<file path="src/rtl/btn_move_pkg.sv">
// Shared direction codes, button indices and the move command record
// for the pushbutton front-end of the 2048 game.
package btn_move_pkg;

    localparam int DIR_W   = 3;
    localparam int NUM_BTN = 5;

    localparam logic [DIR_W-1:0] DIR_UP      = 3'd0;
    localparam logic [DIR_W-1:0] DIR_DOWN    = 3'd1;
    localparam logic [DIR_W-1:0] DIR_LEFT    = 3'd2;
    localparam logic [DIR_W-1:0] DIR_RIGHT   = 3'd3;
    localparam logic [DIR_W-1:0] DIR_NONE    = 3'd4;
    localparam logic [DIR_W-1:0] DIR_NEWGAME = 3'd5;

    // Bit positions in the packed button vector; the four arrows line up
    // with their direction code.
    localparam int BTN_U = 0;
    localparam int BTN_D = 1;
    localparam int BTN_L = 2;
    localparam int BTN_R = 3;
    localparam int BTN_S = 4;

    typedef struct packed {
        logic             valid;
        logic [DIR_W-1:0] dir;
    } move_cmd_t;

    // Highest-priority set button: NEWGAME > UP > DOWN > LEFT > RIGHT.
    function automatic logic [DIR_W-1:0] pick_dir(input logic [NUM_BTN-1:0] v);
        if (v[BTN_S])      return DIR_NEWGAME;
        else if (v[BTN_U]) return DIR_UP;
        else if (v[BTN_D]) return DIR_DOWN;
        else if (v[BTN_L]) return DIR_LEFT;
        else if (v[BTN_R]) return DIR_RIGHT;
        else               return DIR_NONE;
    endfunction

endpackage

</file>
<file path="src/rtl/btn_debounce.sv">
// One button: 2-flop synchroniser, stability counter, debounced level
// and a single-cycle pulse on each debounced rising edge.
module btn_debounce #(
    parameter int DB_CYCLES = 16,
    parameter int CNT_W     = 5
) (
    input  logic clk,
    input  logic rst,
    input  logic raw,
    output logic deb,
    output logic rise
);

    logic [1:0]       sync_ff;
    logic             sync;
    logic [CNT_W-1:0] cnt;
    logic             deb_prev;

    assign sync = sync_ff[1];
    assign rise = deb & ~deb_prev;

    // Bring the asynchronous raw button into the clk domain.
    always_ff @(posedge clk or negedge rst) begin
        if (!rst) sync_ff <= '0;
        else      sync_ff <= {sync_ff[0], raw};
    end

    // Level only flips after DB_CYCLES consecutive disagreeing samples.
    always_ff @(posedge clk or negedge rst) begin
        if (!rst) begin
            cnt <= '0;
            deb <= 1'b0;
        end else if (sync == deb) begin
            cnt <= '0;
        end else if (cnt == CNT_W'(DB_CYCLES - 1)) begin
            deb <= sync;
            cnt <= '0;
        end else begin
            cnt <= cnt + 1'b1;
        end
    end

    // Previous debounced level for press detection.
    always_ff @(posedge clk or negedge rst) begin
        if (!rst) deb_prev <= 1'b0;
        else      deb_prev <= deb;
    end

endmodule

</file>
<file path="src/rtl/btn_move_ctrl.sv">
// Pushbutton front-end: debounces the five buttons, arbitrates press
// events into one move command, buffers it for a valid/ready handshake
// and reports live direction plus a saturating dropped-press count.
module btn_move_ctrl
    import btn_move_pkg::*;
#(
    parameter int DB_CYCLES = 16,
    parameter int CNT_W     = 5,
    parameter int DROP_W    = 8
) (
    input  logic              clk,
    input  logic              rst,
    input  logic              btns,
    input  logic              btnu,
    input  logic              btnd,
    input  logic              btnl,
    input  logic              btnr,
    output logic              move_valid,
    output logic [DIR_W-1:0]  move_dir,
    input  logic              move_ready,
    output logic [DIR_W-1:0]  cur_dir,
    output logic [DROP_W-1:0] drop_cnt
);

    logic [NUM_BTN-1:0] raw;
    logic [NUM_BTN-1:0] deb;
    logic [NUM_BTN-1:0] rise;

    assign raw = {btns, btnr, btnl, btnd, btnu};

    btn_debounce #(
        .DB_CYCLES (DB_CYCLES),
        .CNT_W     (CNT_W)
    ) u_db [NUM_BTN-1:0] (
        .clk  (clk),
        .rst  (rst),
        .raw  (raw),
        .deb  (deb),
        .rise (rise)
    );

    move_cmd_t        cmd, cmd_nxt;
    logic [DIR_W-1:0] win;
    logic [2:0]       n_ev;
    logic [2:0]       drop_inc;
    logic [DROP_W:0]  drop_sum;

    assign win        = pick_dir(rise);
    assign move_valid = cmd.valid;
    assign move_dir   = cmd.dir;
    assign drop_sum   = {1'b0, drop_cnt} + (DROP_W+1)'(drop_inc);

    // Count press events arriving in this cycle.
    always_comb begin
        n_ev = '0;
        for (int i = 0; i < NUM_BTN; i++) n_ev = n_ev + {2'b00, rise[i]};
    end

    // Buffer next state; losers of arbitration and a blocked winner are
    // drops, while NEWGAME replaces whatever is pending.
    always_comb begin
        cmd_nxt  = cmd;
        drop_inc = '0;
        if (n_ev != 3'd0) begin
            drop_inc = n_ev - 3'd1;
            if (!cmd.valid || move_ready || win == DIR_NEWGAME) begin
                cmd_nxt = '{valid: 1'b1, dir: win};
            end else begin
                drop_inc = n_ev;
            end
        end else if (cmd.valid && move_ready) begin
            cmd_nxt = '{valid: 1'b0, dir: DIR_NONE};
        end
    end

    // Command buffer register.
    always_ff @(posedge clk or negedge rst) begin
        if (!rst) cmd <= '{valid: 1'b0, dir: DIR_NONE};
        else      cmd <= cmd_nxt;
    end

    // Saturating dropped-press counter.
    always_ff @(posedge clk or negedge rst) begin
        if (!rst)                 drop_cnt <= '0;
        else if (drop_sum[DROP_W]) drop_cnt <= '1;
        else                      drop_cnt <= drop_sum[DROP_W-1:0];
    end

    // Live direction of the highest-priority held button.
    always_ff @(posedge clk or negedge rst) begin
        if (!rst) cur_dir <= DIR_NONE;
        else      cur_dir <= pick_dir(deb);
    end

endmodule

</file>
<file path="config.mk">
export PLATFORM = sky130hd
export DESIGN_NAME = btn_move_ctrl
export DESIGN_NICKNAME = d
export VERILOG_FILES = /design/src/rtl/btn_move_pkg.sv /design/src/rtl/btn_debounce.sv /design/src/rtl/btn_move_ctrl.sv
export SDC_FILE = /design/constraint.sdc
export NUM_CORES = 1
export LEC_CHECK = 0
export BUFFER_PORTS_ARGS = -buffer_cell sky130_fd_sc_hd__clkbuf_2
export CAP_MARGIN = 20
export CORE_MARGIN = 5
export CORE_UTILIZATION = 35
export DETAILED_ROUTE_END_ITERATION = 8
export GPL_TIMING_DRIVEN = 0
export SYNTH_ARGS = -nofsm -noshare
export SYNTH_HDL_FRONTEND = slang
export SYNTH_SLANG_ARGS = --single-unit
</file>
<file path="constraint.sdc">
create_clock -name clk -period 6.8 [get_ports clk]
set_clock_uncertainty 0.15 [all_clocks]
set_input_delay 0.68 -clock clk [delete_from_list [all_inputs] [get_ports clk]]
set_output_delay 0.68 -clock clk [all_outputs]
set_load 0.03 [all_outputs]
</file>
======== Yosys cells after proc, flatten, opt, wreduce, memory -nomap -nowiden ========
Cells that the tools add are included.
word-level totals
  flip-flop bits (word level) ............. 60
  input bits .............................. 8
  output and inout bits ................... 15
  logic and storage cells ................. 100
cells by class
  $add $sub $neg .......................... 11
  equality and inequality tests ........... 12
  multiplexer cells ....................... 26
  bitwise gates (word level) .............. 15
  reduce and logical (&&, ||, !) cells .... 12
operators with widths
  operator               number
  $mux W5                10
  $mux W3                12
  $add A5 B1 Y5 const B  5
  $eq A5 B4 Y1 const B   5
  $mux W4                3
  $reduce_and A2 Y1      6
  $not A1 Y1             10
  $add A8 B3 Y9          1
  $mux W8                1
  $add A3 B1 Y3          2
  $and A1 B1 Y1          5
  $eq A1 B1 Y1           5
  $add A2 B1 Y3          1
  $eq A3 B3 Y1 const B   1
  $reduce_bool A3 Y1     1
  $sub A3 B1 Y3 const B  1
  $add A1 B1 Y2          1
  $logic_or A1 B1 Y1     2
  $ne A2 B1 Y1 const B   1
  $reduce_bool A2 Y1     1
  $logic_and A1 B1 Y1    1
  $logic_not A1 Y1       1

======== Logic depth before layout (Yosys ltp) ========
Gate-level depths: netlist (run 1).
  depth after elaboration ................. 13
  mapped depth ............................ 14
  gate-level depth less buffers ........... 14

======== By module ========
A second synthesis (run 1) with hierarchy kept.
unflattened totals
  cell total of the unflattened synthesis .. 218
  area, all modules ....................... 2605.0 sq um
modules (own cells, without submodules)
  module         instances  cells each  area each (sq um)  sequential area each (sq um)
  btn_debounce   5          25          339.1              225.2
  btn_move_ctrl  1          93          909.6              377.9

======== Worst setup path after synthesis (run 1) ========
Ideal clock, no wire load.
  path kind ............................... reg2reg
  start point ............................. reg u_db[0].deb
  end point ............................... reg drop_cnt[7]
  library setup time ...................... 0.125 ns
  arrival time ............................ 3.505 ns
  data required time ...................... 6.525 ns
  setup slack ............................. 3.021 ns
  stages on the path, launching flop included .. 14
  path buffers ............................ 0
  clock period less this slack ............ 3.779 ns
  cell sequence ........................... dfrtp_1 -> and2b_1 -> inv_1 -> fa_1 -> inv_1 -> fa_1 -> ha_1 -> nor3_4 -> nor2_1 -> ha_1 -> fa_1 -> a21oi_1 -> nand2_1 -> mux2_2
between the ends
  cells in the longest elaborated chain, start to end .. 10
  elaborated cells on any way between the ends .. 15
  those cells by class .................... 6 x add/sub; 1 x eq/ne; 5 x mux; 1 x bitwise; 2 x reduce/logical
ends and longest elaborated chain
  item                        RTL line             RTL
  start, declared             btn_debounce.sv:10   output logic deb,
  start signal, assigned      btn_debounce.sv:36   deb <= sync;
  $and A1 B1 Y1 *             btn_debounce.sv:20   assign rise = deb & ~deb_prev;
  $add A1 B1 Y2               btn_move_ctrl.sv:56  for (int i = 0; i < NUM_BTN; i++) n_ev = n_ev + {2'b00, rise[i]};
  $add A2 B1 Y3               btn_move_ctrl.sv:56
  $add A3 B1 Y3 (2 in a row)  btn_move_ctrl.sv:56
  $sub A3 B1 Y3               btn_move_ctrl.sv:65  drop_inc = n_ev - 3'd1;
  $mux W3                     btn_move_ctrl.sv:66  if (!cmd.valid || move_ready || win == DIR_NEWGAME) begin
  $mux W3 *                   btn_move_ctrl.sv:64  if (n_ev != 3'd0) begin
  $add A8 B3 Y9 *             btn_move_ctrl.sv:51  assign drop_sum = {1'b0, drop_cnt} + (DROP_W+1)'(drop_inc);
  $mux W8 *                   btn_move_ctrl.sv:85  else if (drop_sum[DROP_W]) drop_cnt <= '1;
  end signal, assigned        btn_move_ctrl.sv:86  else drop_cnt <= drop_sum[DROP_W-1:0];
  end, declared               btn_move_ctrl.sv:22  output logic [DROP_W-1:0] drop_cnt
Mark *: on every way between the ends. The rest lies on a longest branch, timed or not.
A chain may end at the register's enable or synchronous reset.

======== Worst setup path after layout (run 1) ========
  start point ............................. reg u_db[0].deb
  end point ............................... reg drop_cnt[1]
Same word-level chain as after synthesis.

==> results.toml, run 1 <==
[sta]
grt_setup_unrepaired = "false"
fin_crit_sh_pct = 60.90
max_freq_mhz = 241.5
max_slew_margin_pct = 47.67
hold_violations = 0
min_period_ps = 4141
worst_pin_slew_ps = 784.9
setup_viol = 0
finalSetupTns_ps = 0
drv_slew = 0

[setup_path]
criticalPathCategory = "reg2reg"
critPathArrivalTime_ps = 4200
cp_max_fo = 10
ff2ff_setup_slack_ps = 2660
cp-start-kind = "flip-flop"
worst_setup_path_end_kind = "flip-flop"
required_ps = 6860

[routing]
vias = 1592
dr.pass1.iters = 4
wire_per_inst_um = 10.97
routed_wl_um = 3893
drtIter0Drc = 59
postRouteAntennaNets = 0
drc = 0
vias_per_cell = 4.485

[clocking]
postCtsHoldBufs = 0
cts_resized = 0
htree_levels = 3
cts_buffer_depth = 2
cts.sinks = 60
cts_tree = "built"
cts_setup_buffers = 0
clk_latency_ps = 330
numCtsBuffers = 9
root_buffer = "clkbuf_8"
clkTransAtPathRegs_ps = 60

[global_route]
antenna_found_initial = 0
use_met2_pct = 14.82
grt.met1_usage_pct = 12.65
grt_overflow = 0
grt_use_total_pct = 10.15
grt_pass1_vias = 1586
grt_busiest_layer = "met2"
grt_max_degree = 61
met3_usage_pct = 5.367
grt_pass1_wl_um = 7010

[final_layout]
n_antenna_cell = 0
layout-drive-gt1-share_pct = 20.31
multi_input_area_um2 = 1015
nets = 271
fillers = 699
seq_area_um2 = 1504
area_delta_synth_final_pct = 17.71

[pwr]
power.net_switching_uw = 182.8
p_total_uw = 797.8
clkPwrFrac_pct = 43.7
comb_power_share_pct = 7.6
power_density_nw_per_um2 = 264.2
peakVddDrop_v = 0.0001186
swShare_pct = 22.92
seq_power_share_pct = 48.8
power_leakage_nw = 1.560
p_int_uw = 615.0

[floorplanning]
row_count = 31
core_um2 = 7176
initial_core_util_pct = 35.75
die_y_um = 95.61
die-width_um = 95.61
die_area_um2 = 9140
io_pins = 23

[status]
status = "complete, no violations"

[synth]
ys_seq_area_share_pct = 58.63
avgSynthCellArea_um2 = 11.77
synth_fp_nets = 238
ys_seq_elements = 60
yosysWarnings = 0
synth_edf_count = 0
synth_cell_types = 38
synth_cells = 218
ys_async_sr_fraction_pct = 100.0
syn_area_um2 = 2565
yosys_most_used_dff = "dfrtp_1"

[place]
hpwl_um = 2700
gp_congestion = 0.7202
io_buffers = 22

[job]
drv_cap = 0

[worst_hold_path]
min_path_type = "reg2reg"
==> flip-flops by register name, summed over array words and instances, names as in the netlist <==
register       flops
move_dir           3
drop_cnt           8
u_db.sync_ff      10
u_db.deb_prev      5
u_db.deb           5
move_valid         1
u_db.cnt          25
cur_dir            3
==> power groups by stage <==
stage,sequential (mW),combinational [mW],clock [mW]
after CTS,0.389,0.0622,0.359
after global placement,0.395,0.0607,0
after floorplan,0.408,0.0264,0
after detailed placement,0.395,0.0618,0
after global routing,0.391,0.0692,0.375
final,0.389,0.0603,0.348
==> layer usage <==
layer | share of wire, % | vias up | wire length (µm)
met1 | 47 | 749 | 1842
met3 | 7.0 | 9 | 273
met4 | 1.8 | 0 | 72
li1 | - | 796 | -
met2 | 44 | 38 | 1704
met5 | 0 | - | 0
==> final cells by class <==
| type | instances | share of cell area, % |
|---|---|---|
| clock buffer | 12 | 4.807 |
| clock inverter | 4 | 2.404 |
| inverter | 11 | 1.533 |
| multi-input combinational | 147 | 33.61 |
| sequential | 60 | 49.81 |
| tap | 99 | 4.103 |
| timing repair buffer | 22 | 3.730 |
==> per-stage QoR <==
step,setup slack [ps],area (µm²),hold WS [ps],instances,util (%)
6_report,2659,3019,197.5,355,42.08
2_1_floorplan,3021,2565,181.2,218,-
5_1_grt,2321,3019,206.4,355,42.08
3_5_place_dp,2650,2801,184.7,339,39.04
3_3_place_gp,2649,2799,182.3,339,39.01
4_1_cts,2631,3019,200.5,355,42.08
==> cell usage in the layout (no fill, tap or decap), drive strengths merged, types with 8 or more instances in the layout <==
| cell | synthesis | layout |
|---|---|---|
| dfrtp | 58 | 58 |
| clkbuf | 0 | 34 |
| and2 | 8 | 8 |
| ha | 9 | 9 |
| xor2 | 16 | 16 |
| o21ai | 10 | 10 |
| nand3 | 12 | 12 |
| inv | 10 | 10 |
| nand2 | 11 | 11 |
| nor2 | 31 | 31 |
==> Yosys cell counts, drive strengths merged, types with 2 or more instances <==
cell	number	area [µm²]
mux2	5	56.30
a211oi	2	15.01
nand2b	5	38.78
and3	5	31.28
o21ai	10	50.04
fa	3	60.06
ha	9	112.6
nand2	11	41.29
inv	10	37.54
nand3b	2	15.01
nor3	3	26.28
nor4	2	12.51
dfrtp	58	1451
nand3	12	60.06
xnor2	4	35.03
a21oi	4	20.02
and2	8	50.05
nor2b	2	12.51
dfstp	2	52.55
and2b	2	15.01
xor2	16	140.1
nor2	31	118.9
==> critical path, cell delays in order, from the launching register on <==
cell,delay (ps)
dfrtp_1,460
and2b_1,220
inv_1,90
fa_1,530
inv_1,50
fa_1,410
ha_1,360
nor3_4,350
nor2_1,90
ha_1,230
fa_1,400
a21oi_1,260
nor2_1,110
nand3_1,210
nand2b_1,90
==> kinds of logic (layout without fill, tap and decap cells) <==
| group | after synthesis | after routing | share of synthesized area [%] |
|---|---|---|---|
| flip-flops | 60 | 60 | 58.63 |
| AND/OR/NAND/NOR | 86 | 86 | 17.85 |
| buffers and inverters | 11 | 49 | 1.805 |
| XOR/XNOR | 20 | 20 | 6.829 |
| multiplexers | 5 | 5 | 2.195 |
| AO/OA/AOI/OAI | 24 | 24 | 5.951 |
| adder cells (fa/ha/maj) | 12 | 12 | 6.732 |
==> worst paths after layout <==
kind                                    start                  to  cells past startpoint
min                        u_db[0].sync_ff[0]  u_db[0].sync_ff[1]                      0
min in group asynchronous                 rst         drop_cnt[4]                      1
max                               u_db[0].deb         drop_cnt[1]                     14
max in group asynchronous                 rst      u_db[0].cnt[1]                      1
max reg2reg                       u_db[0].deb         drop_cnt[1]                     14
min reg2reg                u_db[0].sync_ff[0]  u_db[0].sync_ff[1]                      0
(Power assumes the default switching activity.)
==> run 2, diff against run 1 <==
==> constraint.sdc (replaced) <==
create_clock -name clk -period 3.37 [get_ports clk]
set_clock_uncertainty 0.15 [all_clocks]
set_input_delay 0.337 -clock clk [delete_from_list [all_inputs] [get_ports clk]]
set_output_delay 0.337 -clock clk [all_outputs]
set_load 0.03 [all_outputs]
==> run 2 against run 1 <==
Net effect:
- the run now ends with negative setup slack left
- critical path depth is 2 lower
- register-to-register slack worse by 2800 ps
- die area unchanged
- maximum frequency increased by 19%
- utilization up 3.3 points
- total power is 95% higher
- sequential power up 100%
- non-clock buffer count rose by 18
- global-route usage up 0.56 points
- first-iteration DRC count down 22%
- final cell count increased by 4.8%
- via count up 7.7%
- critical path type unchanged
- largest power group unchanged
==> results.toml, run 2 (synthesized netlist as in run 1, its figures left out) <==
[status]
status = "finished, violations left"
violations = "negative setup slack"

[place]
hpwl_um = 2797
io_buffers = 22
gp_congestion = 0.7230
dp_slack_ps = -419.1
dp.cells = 339

[setup_path]
cp_max_fo = 4
criticalPathCategory = "reg2reg"
critPathMostFrequentCell = "ha_4"
cp-start-kind = "flip-flop"
r2r_cells = 12
cp.depth = 12
timing.critical_path.buf_inv = 2
required_ps = 3430
critPathArrivalTime_ps = 3550
crit_path_cell_trace = "and2b_2 > inv_1 > fa_1 > inv_2 > fa_2 > ha_4 > or4b_4 > nand2_4 > ha_4 > a211oi_4 > nor4_2 > mux2_2"
critPathMaxStageDelay_ps = 500
critical-path-slowest-cell = "fa_1"
worst_setup_path_end_kind = "flip-flop"
crit_family = "adder cells"

[clocking]
clkTransAtPathRegs_ps = 70
cts_tree = "built"
cts.sinks = 60
root_buffer = "clkbuf_8"
numCtsBuffers = 9
clk_latency_ps = 330
cts_buffer_depth = 2
htree_levels = 3

[final_layout]
final_cells = 372
layout-drive-gt1-share_pct = 31.14
n_antenna_cell = 0
nets = 289
fin_util_pct = 45.42
fillers = 673
most-common-layout-cells = "dfrtp_1, nor2_1, clkbuf_2, xor2_1"
reg_top3 = "u_db.cnt (25), u_db.sync_ff (10), drop_cnt (8)"
area_delta_synth_final_pct = 27.07
layout_commonest_cell = "dfrtp_1"
top_register = "u_db.cnt"
largest_register_ffs = 25

[sta]
finalSetupTns_ps = -327.5
hold_violations = 0
fin_crit_sh_pct = 103.6
drv_slew = 0
max_slew_margin_pct = 46.86
min_period_ps = 3492
worst_slack_ps = -122.0
grt_setup_unrepaired = "true"
worst_pin_slew_ps = 797.1
setup_viol = 7
max_freq_mhz = 286.4

[pwr]
p_total_mw = 1.559
swShare_pct = 23.82
peakVddDrop_v = 0.0001780
comb_power_share_pct = 8.4
power_leakage_nw = 1.639
clkPwrFrac_pct = 41.3
power.net_switching_uw = 371.3
p_int_mw = 1.188
seq_power_share_pct = 50.4
power_density_nw_per_um2 = 478.3

[floorplanning]
die_y_um = 95.61
die-width_um = 95.61
io_pins = 23
initial_core_util_pct = 35.75
die_area_um2 = 9140
row_count = 31
core_um2 = 7176

[worst_hold_path]
min_path_type = "in2reg"
min_delay_path_depth = 3

[routing]
drtIter0Drc = 46
vias = 1715
wire_per_inst_um = 11.26
drc = 0
postRouteAntennaNets = 0
vias_per_cell = 4.610
routed_wl_um = 4189
dr.pass1.iters = 4

[global_route]
grt_overflow = 0
grt_pass1_vias = 1725
grt_max_degree = 61
antenna_found_initial = 0
grt_pass1_wl_um = 7507
grt_use_total_pct = 10.71

[job]
drv_cap = 0
run 2: changes by cell type in the layout (fill, tap and decap cells not counted), sizes merged:
cell	delta
buf	+12
dlygate4sd3	+6
clkinv	+2
bufinv	-1
clkbuf	-1
clkinvlp	-1
run 2: cell type report:
class	count	area [µm²]	area share [%]
Sequential cell	60	1506	46.22
Multi-Input combinational cell	147	1116	34.24
Timing Repair Buffer	40	266.5	8.177
Clock buffer	11	151.4	4.645
Tap cell	99	123.9	3.800
Clock inverter	4	48.80	1.497
Inverter	11	46.29	1.420
run 2: power groups by stage:
stage          Combinational [mW]  Sequential (mW)  Clock, mW
2_1_floorplan              0.0538            0.823          0
3_3_place_gp                0.123            0.797          0
3_5_place_dp                0.126            0.799          0
4_1_cts                     0.133            0.787      0.665
5_1_grt                     0.147            0.790      0.696
6_report                    0.130            0.785      0.643
run 2: path summary, 6_finish.rpt:
check / from / endpoint / slack (ps)
min in group asynchronous: rst / u_db[3].sync_ff[0] / 510
worst min register to register: u_db[4].sync_ff[0] / u_db[4].sync_ff[1] / 200
worst min-delay path: move_ready / move_dir[0] / 160
worst max register to register: u_db[3].deb_prev / drop_cnt[7] / -120
max in group asynchronous: rst / u_db[0].deb / 2000
worst max-delay path: u_db[3].deb_prev / drop_cnt[7] / -120
run 2: routing by layer:
metal | up-vias | track usage [%] | part of all wire [%]
met3 | 9 | 2.841 | 4.1
met4 | 0 | 7.109 | 2.5
met1 | 841 | 13.48 | 47
met2 | 32 | 16.10 | 46
li1 | 833 | - | -
met5 | - | 0 | 0
run 2: per-stage QoR:
step | cell area [µm²] | hold slack, ps
finish | 3259 | 160.6
global route | 3259 | 172.3
CTS | 3232 | 140.1
detailed placement | 2840 | 185.8
global placement | 2838 | 182.7
floorplan | 2604 | -108.6
run 2: repair_timing:
| action | in CTS | in global routing |
|---|---|---|
| buffers inserted | 10 | 3 |
| resized for setup | 13 | 4 |
| hold buffers | 6 | 0 |
| gates cloned | 0 | 0 |
| setup endpoints to repair | 8 | 8 |
| hold endpoints to repair | 30 | 0 |
| pin swaps | 11 | 2 |
run 2: tightest hold or removal path: cells and delay by family:
family                 cells  cell delay (ps)
AO/OA/AOI/OAI              2              150
buffers and inverters      1              110
